**src/rtl/demux_18_seq_if.sv**
```systemverilog
// Bundle for the serial-in / parallel-out demux: serial input side plus lane,
// slot and status outputs. "slave" is the demux, "master" is whoever feeds it.
interface demux_18_seq_if;
  logic din;
  logic din_valid;
  logic sof;
  logic y0, y1, y2, y3, y4, y5, y6, y7;
  logic s2, s1, s0;
  logic frame_valid;
  logic frame_err;
  logic busy;
  logic dbg_state;

  // Handshake: din/sof are consumed on every rising clk edge where din_valid=1;
  // there is no back-pressure, the demux always accepts a valid bit.
  modport slave (
    input  din, din_valid, sof,
    output y0, y1, y2, y3, y4, y5, y6, y7,
    output s2, s1, s0, frame_valid, frame_err, busy, dbg_state
  );

  modport master (
    output din, din_valid, sof,
    input  y0, y1, y2, y3, y4, y5, y6, y7,
    input  s2, s1, s0, frame_valid, frame_err, busy, dbg_state
  );
endinterface

```
**src/rtl/demux_18_seq.sv**
```systemverilog
// Sequential 1:8 demux / deserializer: collects 8 serial bits into a shadow
// register and publishes them on y0..y7 together when slot 7 arrives.
module demux_18_seq #(
  parameter bit STRICT_SOF = 1'b1
) (
  input  logic            clk,
  input  logic            rst,
  demux_18_seq_if.slave   bus
);

  typedef enum logic {
    IDLE    = 1'b0,
    COLLECT = 1'b1
  } state_t;

  state_t     state_q, state_d;
  logic [2:0] slot_q, slot_d;
  logic [7:0] shadow_q, shadow_d;
  logic [7:0] y_q, y_d;
  logic       frame_valid_q, frame_valid_d;
  logic       frame_err_q, frame_err_d;

  logic       start_ok;

  // In IDLE a valid bit opens a frame if it carries sof, or always when
  // STRICT_SOF is cleared.
  assign start_ok = bus.sof || (STRICT_SOF == 1'b0);

  always_comb begin
    state_d       = state_q;
    slot_d        = slot_q;
    shadow_d      = shadow_q;
    y_d           = y_q;
    frame_valid_d = 1'b0;
    frame_err_d   = 1'b0;

    unique case (state_q)
      IDLE: begin
        if (bus.din_valid && start_ok) begin
          shadow_d[0] = bus.din;
          slot_d      = 3'd1;
          state_d     = COLLECT;
        end
      end

      COLLECT: begin
        if (bus.din_valid) begin
          if (bus.sof) begin
            // Restart: the partial frame is abandoned, y is left untouched.
            frame_err_d = 1'b1;
            shadow_d[0] = bus.din;
            slot_d      = 3'd1;
          end else if (slot_q == 3'd7) begin
            shadow_d[7]   = bus.din;
            y_d           = {bus.din, shadow_q[6:0]};
            frame_valid_d = 1'b1;
            slot_d        = 3'd0;
            state_d       = IDLE;
          end else begin
            shadow_d[slot_q] = bus.din;
            slot_d           = slot_q + 3'd1;
          end
        end
      end

      default: begin
        state_d = IDLE;
      end
    endcase
  end

  always_ff @(posedge clk) begin
    if (rst) begin
      state_q       <= IDLE;
      slot_q        <= 3'd0;
      shadow_q      <= 8'd0;
      y_q           <= 8'd0;
      frame_valid_q <= 1'b0;
      frame_err_q   <= 1'b0;
    end else begin
      state_q       <= state_d;
      slot_q        <= slot_d;
      shadow_q      <= shadow_d;
      y_q           <= y_d;
      frame_valid_q <= frame_valid_d;
      frame_err_q   <= frame_err_d;
    end
  end

  assign bus.y0          = y_q[0];
  assign bus.y1          = y_q[1];
  assign bus.y2          = y_q[2];
  assign bus.y3          = y_q[3];
  assign bus.y4          = y_q[4];
  assign bus.y5          = y_q[5];
  assign bus.y6          = y_q[6];
  assign bus.y7          = y_q[7];
  assign bus.s2          = slot_q[2];
  assign bus.s1          = slot_q[1];
  assign bus.s0          = slot_q[0];
  assign bus.frame_valid = frame_valid_q;
  assign bus.frame_err   = frame_err_q;
  assign bus.busy        = (state_q == COLLECT);
  assign bus.dbg_state   = state_q;

endmodule

```
**src/flat_wrapper.sv**
```systemverilog
// flat-port wrapper written by rule: the top's interface ports become plain ports
module demux_18_seq_flat 
#(
  parameter bit STRICT_SOF = 1'b1
)
  (clk, rst, bus_din, bus_din_valid, bus_sof, bus_y0, bus_y1, bus_y2, bus_y3, bus_y4, bus_y5, bus_y6, bus_y7, bus_s2, bus_s1, bus_s0, bus_frame_valid, bus_frame_err, bus_busy, bus_dbg_state);
  demux_18_seq_if bus_i ();
  input  logic clk;
  input  logic rst;
  input wire logic [$bits(bus_i.din)-1:0] bus_din;
  input wire logic [$bits(bus_i.din_valid)-1:0] bus_din_valid;
  input wire logic [$bits(bus_i.sof)-1:0] bus_sof;
  output wire logic [$bits(bus_i.y0)-1:0] bus_y0;
  output wire logic [$bits(bus_i.y1)-1:0] bus_y1;
  output wire logic [$bits(bus_i.y2)-1:0] bus_y2;
  output wire logic [$bits(bus_i.y3)-1:0] bus_y3;
  output wire logic [$bits(bus_i.y4)-1:0] bus_y4;
  output wire logic [$bits(bus_i.y5)-1:0] bus_y5;
  output wire logic [$bits(bus_i.y6)-1:0] bus_y6;
  output wire logic [$bits(bus_i.y7)-1:0] bus_y7;
  output wire logic [$bits(bus_i.s2)-1:0] bus_s2;
  output wire logic [$bits(bus_i.s1)-1:0] bus_s1;
  output wire logic [$bits(bus_i.s0)-1:0] bus_s0;
  output wire logic [$bits(bus_i.frame_valid)-1:0] bus_frame_valid;
  output wire logic [$bits(bus_i.frame_err)-1:0] bus_frame_err;
  output wire logic [$bits(bus_i.busy)-1:0] bus_busy;
  output wire logic [$bits(bus_i.dbg_state)-1:0] bus_dbg_state;
  assign bus_i.din = bus_din;
  assign bus_i.din_valid = bus_din_valid;
  assign bus_i.sof = bus_sof;
  assign bus_y0 = bus_i.y0;
  assign bus_y1 = bus_i.y1;
  assign bus_y2 = bus_i.y2;
  assign bus_y3 = bus_i.y3;
  assign bus_y4 = bus_i.y4;
  assign bus_y5 = bus_i.y5;
  assign bus_y6 = bus_i.y6;
  assign bus_y7 = bus_i.y7;
  assign bus_s2 = bus_i.s2;
  assign bus_s1 = bus_i.s1;
  assign bus_s0 = bus_i.s0;
  assign bus_frame_valid = bus_i.frame_valid;
  assign bus_frame_err = bus_i.frame_err;
  assign bus_busy = bus_i.busy;
  assign bus_dbg_state = bus_i.dbg_state;
  demux_18_seq #(.STRICT_SOF(STRICT_SOF)) u_core (.clk(clk), .rst(rst), .bus(bus_i));
endmodule
```
**config.mk**
```make
export PLATFORM = sky130hd
export DESIGN_NAME = demux_18_seq_flat
export DESIGN_NICKNAME = d
export VERILOG_FILES = /design/src/rtl/demux_18_seq_if.sv /design/src/rtl/demux_18_seq.sv /design/src/flat_wrapper.sv
export SDC_FILE = /design/constraint.sdc
export NUM_CORES = 1
export LEC_CHECK = 0
export CORE_MARGIN = 5
export CORE_UTILIZATION = 48
export CTS_CLUSTER_SIZE = 30
export DETAILED_ROUTE_END_ITERATION = 8
export GPL_TIMING_DRIVEN = 1
export PLACE_DENSITY_LB_ADDON = 0.05
export SLEW_MARGIN = 30
export SYNTH_ARGS = -nofsm -noshare
export SYNTH_HDL_FRONTEND = slang
export SYNTH_SLANG_ARGS = --single-unit
export TNS_END_PERCENT = 10
```
**constraint.sdc**
```tcl
create_clock -name clk -period 2.29 [get_ports clk]
set_clock_uncertainty 0.05 [all_clocks]
set_input_delay 0.3435 -clock clk [delete_from_list [all_inputs] [get_ports clk]]
set_output_delay 0.3435 -clock clk [all_outputs]
set_load 0.1 [all_outputs]
```
======== After elaboration in Yosys (flattened, before gate mapping) ========
Cells that the tools add are included.
storage, ports and cells
  flip-flop bits (word level) ............. 22
  bits of input ports ..................... 5
  output and inout port bits .............. 15
  logic and storage cells ................. 49
operators by class
  $add $sub $neg .......................... 1
  magnitude comparators ................... 2
  equal/unequal tests ..................... 4
  mux-type cells .......................... 21
  bitwise gates (word level) .............. 4
  reduce and logical (&&, ||, !) cells .... 9
operators by type and width
  cell                                                        number
  2-to-1 mux 1 bit                                            12
  2-to-1 mux 3 bit                                            4
  bitwise mux 8 bit                                           1
  AND reduction 4 bit                                         2
  one-hot mux 3 bit (2 select lines)                          1
  AND reduction 3 bit                                         2
  less-than comparator 3 x 4 -> 1 bit, second input constant  1
  NOT 1 bit                                                   4
  one-hot mux 1 bit (2 select lines)                          2
  OR reduction 4 bit                                          1
  adder 3 x 1 -> 3 bit, second input constant                 1
  demux 1 bit (select 3 bit)                                  1
  == test 3 bit, second input constant                        1
  >= comparator 3 x 1 -> 1 bit, second input constant         1
  != test 3 bit, second input constant                        1
  OR reduction 3 bit                                          1
  logical AND 1 bit                                           2
  != test 2 x 1 -> 1 bit, second input constant               1
  != test 2 bit, second input constant                        1
  AND reduction 2 bit                                         1

======== Longest topological paths before layout ========
Gate-level depths: netlist of run 1.
  depth after elaboration ................. 9
  depth in mapped cells ................... 6

======== Worst setup path before layout of run 1 ========
Ideal clock, no wire load.
  path type ............................... reg-to-reg
  from .................................... register u_core.slot_q[1]
  to ...................................... register u_core.y_q[0]
  setup time .............................. 0.132 ns
  data arrival time ....................... 2.055 ns
  setup slack ............................. 0.052 ns
  stages on the path, launching flop included .. 6
  buffers on the path ..................... 0
  path through ............................ dfxtp_1 -> ha_1 -> ha_1 -> nand4b_1 -> nand2_1 -> a21oi_1
between the ends
  longest elaborated chain between the ends .. 2
RTL lines
  item                           RTL line            RTL
  start: declaration             demux_18_seq.sv:17  logic [2:0] slot_q, slot_d;
  start signal: assignment       demux_18_seq.sv:82  slot_q <= slot_d;
  == test 3 bit                  demux_18_seq.sv:53  end else if (slot_q == 3'd7) begin
  AND reduction 4 bit (no line)  n/a
  end signal: assignment         demux_18_seq.sv:84  y_q <= y_d;
  end: declaration               demux_18_seq.sv:19  logic [7:0] y_q, y_d;
No other way between the ends.
A chain may end at the register's enable or synchronous reset.

======== Worst setup path after layout of run 1 ========
  from .................................... register u_core.slot_q[0]
  to ...................................... register u_core.shadow_q[0]
between the ends
  longest elaborated chain between the ends .. 9
RTL lines
  item                                                                                                              RTL line            RTL
  less-than comparator 3 x 4 -> 1 bit (not written as such) / >= comparator 3 x 1 -> 1 bit (equally long branches)  demux_18_seq.sv:60  shadow_d[slot_q] = bus.din;
  logical AND 1 bit (not written as such)                                                                           demux_18_seq.sv:60
  2-to-1 mux 1 bit (not written as such)                                                                            demux_18_seq.sv:60
  demux 1 bit (select 3 bit)                                                                                        n/a
  bitwise mux 8 bit                                                                                                 demux_18_seq.sv:60
  2-to-1 mux 1 bit                                                                                                  demux_18_seq.sv:53
  2-to-1 mux 1 bit                                                                                                  demux_18_seq.sv:48  if (bus.sof) begin
  2-to-1 mux 1 bit                                                                                                  demux_18_seq.sv:47  if (bus.din_valid) begin
  one-hot mux 1 bit (2 select lines)                                                                                demux_18_seq.sv:37  unique case (state_q)
  end signal: assignment                                                                                            demux_18_seq.sv:83  shadow_q <= shadow_d;
  end: declaration                                                                                                  demux_18_seq.sv:18  logic [7:0] shadow_q, shadow_d;
Several ways; a longest one is shown, not always the timed one. The select of a mux whose other input is x is not followed.

==> results of run 1 <==
## cell usage in the layout (no fill, tap or decap)
cell / count
nand4b_1: 3
ha_1: 3
nand3_1: 2
a22oi_1: 1
nand2b_1: 8
nor4_1: 1
dfxtp_1: 21
and4bb_2: 1
o21ai_0: 2
nand2_1: 21
a21oi_1: 10
nand4_1: 2
and4b_1: 1
and3b_1: 1
clkbuf_1: 1
a32oi_1: 1
clkbuf_4: 3
mux2i_1: 7
or3_1: 1
o31ai_2: 1
nor3b_1: 2
inv_1: 1
buf_4: 16
clkdlybuf4s50_1: 4
nor2_1: 4
## path summary, 6_finish.rpt
| path | depth (start not counted) | start | endpoint | slack (ps) |
|---|---|---|---|---|
| max reg2reg | 5 | u_core.slot_q[0] | u_core.shadow_q[0] | 500 |
| max | 5 | u_core.slot_q[0] | u_core.shadow_q[0] | 500 |
| min | 2 | u_core.shadow_q[4] | u_core.y_q[4] | 400 |
| min reg2reg | 2 | u_core.shadow_q[4] | u_core.y_q[4] | 400 |
## per-layer routing
metal	vias up	part of all wire (%)
li1	383	-
met1	323	48
met2	16	45
met3	2	5.3
met4	0	0.73
met5	-	0
## metrics by stage
step	total power, mW	setup WS [ps]	hold slack, ps	utilization, %
after CTS	0.631	506	412	62.4
after global placement	0.457	538	389	60.9
after floorplan	0.439	52.3	372	-
final	0.622	500	402	62.4
after global routing	0.653	395	429	62.4
after detailed placement	0.458	536	397	60.9
## sequential cells by signal (all words and copies together) (netlist names)
| name | count |
|---|---|
| u_core.shadow_q | 7 |
| u_core.bus.frame_valid | 1 |
| u_core.bus.frame_err | 1 |
| u_core.y_q | 8 |
| u_core.slot_q | 3 |
| u_core.bus.busy | 1 |
## report_power, final
group | internal, mW | switching [mW]
clock network | 0.0679 | 0.104
logic | 0.0228 | 0.0509
registers | 0.369 | 0.00683
## critical path: stages, from the launching register on
cell,delay [ps]
dfxtp_1,400
ha_1,250
ha_1,260
or3_1,340
o31ai_2,220
mux2i_1,210
## area by class of cell
| cell class | count | area [um2] |
|---|---|---|
| inverter | 1 | 3.75 |
| timing repair buffer | 20 | 160 |
| tap | 25 | 31.3 |
| fill | 156 | 656 |
| multi-input combinational | 72 | 448 |
| clock buffer | 4 | 26.3 |
| sequential | 21 | 420 |
## cells by family (layout without fill, tap and decap cells)
logic type	Yosys count	after routing	synth area share [%]
mux	7	7	7.81
buf+inv	6	25	3.21
compound gates	15	15	9.90
simple gates	47	47	28.0
flops	21	21	46.9
fa+ha+maj	3	3	4.18
==> results.cfg, run 1 <==
[drt]
vias = 724
drt_first_iter_violations = 11
routed_wl_um = 1630
wl_per_cell_um = 11.4
vias_per_cell = 5.06
dr.pass1.iters = 4
drc = 0
ant_nets = 0

[die]
rows = 15
die-width_um = 53.2
start_util_pct = 51.4
fp.dieH_um = 53.2
dieArea_um2 = 2830
pin_count = 20
fp.coreArea_um2 = 1750

[place]
dp_cells = 139
gp_congestion = 0.800
dpl_cell_area_um2 = 1060
port_buffers = 19
dp_hpwl_um = 1220

[clock_tree]
post-cts-setup-buffers = 0
clk_pin_slew_worst_paths_ps = 110
cts.sinks = 21
clock_latency_ps = 300
cts-root-buf = clkbuf_4
tritoncts = built
cts_buffers = 3
cts_resized = 0
clock_path_buffers = 2
cts_hold_buf = 0
htreeDepth = 1

[timing]
setup_viol = 0
hold_viol = 0
slew-limit-headroom_pct = 75.6
grt_setup_unrepaired = no
worstMarginPinSlew_ps = 363
fin_crit_ps = 1790
fmax_mhz = 559
drv_slew = 0
finalSetupTns_ps = 0
finalCritPeriodShare_pct = 78.2

[yosys]
synth_common_cells = dfxtp_1, nand2_1, a21oi_1
synth_area_um2 = 897
ys_warn_count = 0
syn_inst = 99
synth-seq-area-share_pct = 46.9
synth_top_flop_cell = dfxtp_1
synth_edf_count = 0
synth_area_leader_cell = dfxtp_1
synth_area_leaders = dfxtp_1, nand2_1, mux2i_1
synth_top_area_share_pct = 46.9
syn-num-nets = 107
ys_seq_elements = 21
synth_cell_types = 24
syn_avg_cell_area_um2 = 9.06
async_flop_share_pct = 0

[global_route]
grt.met2_usage_pct = 20.6
antenna_found_initial = 0
grt_max_degree = 19
busiest_layer = met2
grt_pass1_vias = 632
grt.overflow.total = 0
gr-usage-met1_pct = 16.6
use_met3_pct = 5.92
grtUsageTotal_pct = 13.2
grt_first_pass_wirelength_um = 2700

[critical_path]
worst-path-max-fanout = 9
startpoint_type = flip-flop
critPathKind = flip-flop to flip-flop
worstPathArrival_ps = 1980
cp.required_ps = 2480
end_kind = flip-flop

[cells_and_area]
area_growth_pct = 21.5
fin_area_um2 = 1090
antenna_cells = 0
drive_gt1_share_pct = 17.8
nNetsFinal = 127
layout.cells.non_filler = 143

[status]
status = complete, no violations

[flow_run]
maxCapViolCount = 0

[pwr]
p_per_area_nw_per_um2 = 571
irDropWorstVdd_mv = 0.431
cellLeakagePower_nw = 0.460

[min_path]
min_path_type = flip-flop to flip-flop
Note: power is estimated with default switching activity, not from simulation.
==> run 2, diff against run 1 <==
==> constraint.sdc (replaced) <==
create_clock -name clk -period 1.84 [get_ports clk]
set_clock_uncertainty 0.05 [all_clocks]
set_input_delay 0.276 -clock clk [delete_from_list [all_inputs] [get_ports clk]]
set_output_delay 0.276 -clock clk [all_outputs]
set_load 0.1 [all_outputs]
==> results.cfg, run 2 (synthesis gave the netlist of run 1 again) <==
[cells_and_area]
fin_area_um2 = 1170
fillers = 151
finalCoreUtilization_pct = 67.2
area_growth_pct = 30.8
largest-register = u_core.y_q
nNetsFinal = 128
drive_gt1_share_pct = 23.5
multi_input_area_um2 = 450
reg_top3 = u_core.y_q: 8 flops, u_core.shadow_q: 7 flops, u_core.slot_q: 3 flops
antenna_cells = 0
final_cell_mix = nand2_1, dfxtp_1, buf_4, a21oi_1, nand2b_1
layout.cells.non_filler = 144
largest_reg_flops = 8
register_area_um2 = 430
layout.cells.most_common = nand2_1

[drt]
wl_met3_um = 88
drc = 0
ant_nets = 0
drt_first_iter_violations = 21
top_layer = met4
vias = 753
dr.pass1.iters = 4
routed_wl_um = 1880
wl_met2_um = 905
vias_per_cell = 5.23
wl_per_cell_um = 13.1
met1_length_um = 873

[timing]
drv_slew = 0
finalSetupTns_ps = 0
setup_viol = 0
finalCritPeriodShare_pct = 95.3
grt_setup_unrepaired = no
worstMarginPinSlew_ps = 327
finalHoldWorstSlack_ps = 412
fmax_mhz = 571
slew-limit-headroom_pct = 78.2
setup_slack_ps = 87.3
hold_viol = 0
fin_crit_ps = 1750

[critical_path]
end_kind = flip-flop
critPathKind = flip-flop to flip-flop
worstPathArrival_ps = 1940
cp.required_ps = 2020
r2r_slack_ps = 90
worst-path-max-fanout = 9
startpoint_type = flip-flop
path_cells = ha_1, ha_2, or3_1, o31ai_2, mux2i_1
crit_slowest_cell = dfxtp_4
cp_top_family = adder cells
timing.critical_path.buf_inv = 0
slowest_delay_ps = 400

[pwr]
p_per_area_nw_per_um2 = 680
cellLeakagePower_nw = 0.482
p_total_mw = 0.798
irDropWorstVdd_mv = 0.408

[die]
start_util_pct = 51.4
dieArea_um2 = 2830
fp.dieH_um = 53.2
pin_count = 20
rows = 15
fp.coreArea_um2 = 1750
die-width_um = 53.2

[place]
gp_congestion = 0.744
port_buffers = 19
dp_hpwl_um = 1290
dp_cells = 140
dpl_cell_area_um2 = 1140
dpl_worst_slack_ps = 104

[global_route]
grt_first_pass_wirelength_um = 2950
grtUsageTotal_pct = 14.5
grt.overflow.total = 0
antenna_found_initial = 0
grt_max_degree = 22
grt_pass1_vias = 677

[clock_tree]
tritoncts = built
clk_pin_slew_worst_paths_ps = 120
cts-root-buf = clkbuf_4
cts.sinks = 21
cts_hold_buf = 0
cts_buffers = 3
htreeDepth = 1
clock_latency_ps = 300
clock_path_buffers = 2

[status]
status = complete, no violations

[flow_run]
maxCapViolCount = 0

[min_path]
min_path_type = flip-flop to flip-flop
-- run 2: changes by cell type in the layout (fill, tap and decap cells not counted) --
cell and delta:
clkbuf_1 -1, clkinv_2 +1, ha_2 +1, dfxtp_2 +2, buf_12 +5, ha_1 -1, buf_4 -4, dfxtp_1 -4
dfxtp_4 +2
-- run 2: routing by layer --
metal / vias to the layer above / track usage (%)
met2: 16 / 23.3
li1: 383 / -
met3: 2 / 2.82
met1: 352 / 17.9
met5: - / 0
met4: 0 / 7.66
-- run 2: timing repair --
action / in CTS / in global routing
endpoints found under the setup margin: 0 / 1
setup buffers: 0 / 0
gates resized for setup: 0 / 1
-- run 2: where the power goes --
group          leakage [nW]  internal, mW  total (mW)  switching [mW]
Clock                0.0177        0.0810       0.222           0.141
Combinational         0.292        0.0406       0.106          0.0652
Sequential            0.172         0.459       0.470          0.0113
Total                 0.482         0.580       0.798           0.218
-- run 2: path summary, 6_finish.rpt --
| kind | startpoint | end | depth (start not counted) |
|---|---|---|---|
| max | u_core.slot_q[0] | u_core.shadow_q[0] | 5 |
| min | u_core.y_q[7] | u_core.y_q[7] | 2 |
| max reg2reg | u_core.slot_q[0] | u_core.shadow_q[0] | 5 |
| min reg2reg | u_core.y_q[7] | u_core.y_q[7] | 2 |
-- run 2: final cells by class --
| type | count | share of cell area (%) |
|---|---|---|
| multi-input cells | 72 | 38.4 |
| flip-flops and latches | 21 | 36.7 |
| repair buffers | 21 | 19.6 |
| well taps | 25 | 2.67 |
| clock buffers | 3 | 1.92 |
| clock inverters | 1 | 0.426 |
| inverters | 1 | 0.320 |
-- run 2: worst register-to-register path: cells and delay by family (launching register included) --
family,cells,cell delay (ps)
simple gates,1,330
mux,1,240
flops,1,400
fa+ha+maj,2,440
compound gates,1,230
==> run 3, diff against run 2 <==
--- a/config.mk
+++ b/config.mk
@@ -6,7 +6,7 @@
 export NUM_CORES = 1
 export LEC_CHECK = 0
 export CORE_MARGIN = 5
-export CORE_UTILIZATION = 48
+export CORE_UTILIZATION = 43
 export CTS_CLUSTER_SIZE = 30
 export DETAILED_ROUTE_END_ITERATION = 8
 export GPL_TIMING_DRIVEN = 1
==> constraint.sdc (replaced) <==
create_clock -name clk -period 1.4 [get_ports clk]
set_clock_uncertainty 0.05 [all_clocks]
set_input_delay 0.21 -clock clk [delete_from_list [all_inputs] [get_ports clk]]
set_output_delay 0.21 -clock clk [all_outputs]
set_load 0.1 [all_outputs]
==> results.cfg, run 3 (synthesis gave the netlist of run 1 again) <==
[drt]
drc = 0
dr.pass1.iters = 4
vias_per_cell = 5.22
ant_nets = 0
wl_per_cell_um = 13.3
routed_wl_um = 2090
drt_first_iter_violations = 11
vias = 820

[clock_tree]
clock_path_buffers = 2
clock_latency_ps = 300
htreeDepth = 1
cts-root-buf = clkbuf_4
tritoncts = built
cts_buffers = 3
clk_pin_slew_worst_paths_ps = 120
cts.sinks = 21

[cells_and_area]
reg_top3 = u_core.y_q: 8 flops, u_core.shadow_q: 7 flops, u_core.slot_q: 3 flops
area_growth_pct = 62.1
layout.cells.most_common = nand2_1
largest-register = u_core.y_q
nNetsFinal = 139
antenna_cells = 0
fin_area_um2 = 1450
largest_reg_flops = 8
drive_gt1_share_pct = 36.9
final_cell_mix = nand2_1, dfxtp_1, buf_12, buf_4, nand2b_1
layout.cells.non_filler = 157

[pwr]
cellLeakagePower_nw = 0.573
p_comb_share_pct = 16.3
p_int_mw = 0.782
p_per_area_nw_per_um2 = 737
clkPwrFrac_pct = 26.9
p_seq_share_pct = 56.8
irDropWorstVdd_mv = 0.662
p_sw_mw = 0.289
switching_share_pct = 27.0

[place]
port_buffers = 19
dp_hpwl_um = 1580
dpl_cell_area_um2 = 1390
dp_cells = 153
gp_congestion = 0.813

[die]
rows = 16
pin_count = 20
fp.dieH_um = 55.7
fp.coreArea_um2 = 1980
start_util_pct = 45.3
dieArea_um2 = 3100
die-width_um = 55.7

[timing]
drv_slew = 0
fin_crit_ps = 1540
finalSetupTns_ps = -350
finalCritPeriodShare_pct = 110
hold_viol = 0
slew-limit-headroom_pct = 77.5
worstMarginPinSlew_ps = 334
fmax_mhz = 647
setup_viol = 9
setup_slack_ps = -145
grt_setup_unrepaired = yes

[status]
status = finished with violations
violations = negative setup slack

[global_route]
grt_pass1_vias = 826
grt_max_degree = 17
grt.overflow.total = 0
antenna_found_initial = 0
grt_first_pass_wirelength_um = 3750
grtUsageTotal_pct = 15.1

[min_path]
min_path_type = flip-flop to flip-flop

[critical_path]
slowest_delay_ps = 370
crit_slowest_cell = dfxtp_4
path_cells = ha_4, ha_4, or3_1, o31ai_2, mux2i_1
cp_top_family = flip-flops
crit_path_frequent_cell = ha_4
end_kind = flip-flop
worst-path-max-fanout = 2
timing.critical_path.buf_inv = 0
worstPathArrival_ps = 1730
startpoint_type = flip-flop
critPathKind = flip-flop to flip-flop
cp.required_ps = 1590

[flow_run]
maxCapViolCount = 0
-- run 3: changes by cell type in the layout (fill, tap and decap cells not counted), sizes merged --
cell	previous run	this run
buf	17	28
-- run 3: repair_timing --
item,4_1_cts,5_1_grt
resized for setup,4,6
endpoints found under the setup margin,12,14
setup buffers,0,0
pin swaps,2,1
hold buffers,0,0
-- run 3: cell type report --
type	count	area, um2
sequential	21	433
clock inverter	1	5.00
inverter	1	3.75
fill	141	528
clock buffer	3	22.5
timing repair buffer	32	454
tap	27	33.8
multi-input combinational	72	502
-- run 3: worst min-delay path, stage by stage (launching register included) --
cell and delay [ps]:
dfxtp_1 330, nand2_1 50, a21oi_1 50
-- run 3: power by group through the flow --
| stage | Clock, mW | Sequential (mW) | Combinational, mW |
|---|---|---|---|
| floorplan | 0 | 0.660 | 0.0564 |
| global placement | 0 | 0.621 | 0.169 |
| detailed placement | 0 | 0.622 | 0.171 |
| CTS | 0.298 | 0.608 | 0.173 |
| global route | 0.330 | 0.610 | 0.185 |
| finish | 0.288 | 0.608 | 0.175 |
-- run 3: path summary, 6_finish.rpt --
kind / depth (start not counted) / from / slack [ps] / end
max: 5 / u_core.slot_q[1] / -140 / u_core.shadow_q[0]
min: 2 / u_core.shadow_q[3] / 410 / u_core.y_q[3]
max reg2reg: 5 / u_core.slot_q[1] / -140 / u_core.shadow_q[0]
min reg2reg: 2 / u_core.shadow_q[3] / 410 / u_core.y_q[3]
-- run 3: through the flow --
stage | utilization, % | hold slack [ps] | worst slack (ps) | total power, mW
after floorplan | - | 239 | -240 | 0.717
after global placement | 70.3 | 388 | -142 | 0.790
after detailed placement | 70.3 | 394 | -159 | 0.793
after CTS | 72.2 | 411 | -149 | 1.08
after global routing | 73.4 | 424 | -200 | 1.12
final | 73.4 | 413 | -145 | 1.07
-- run 3: routing by layer --
metal	GRT usage, %	up-vias	wire length, um
li1	-	408	-
met1	17.2	389	878
met2	27.0	16	1070
met3	3.71	7	83
met4	5.21	0	55
met5	0	-	0
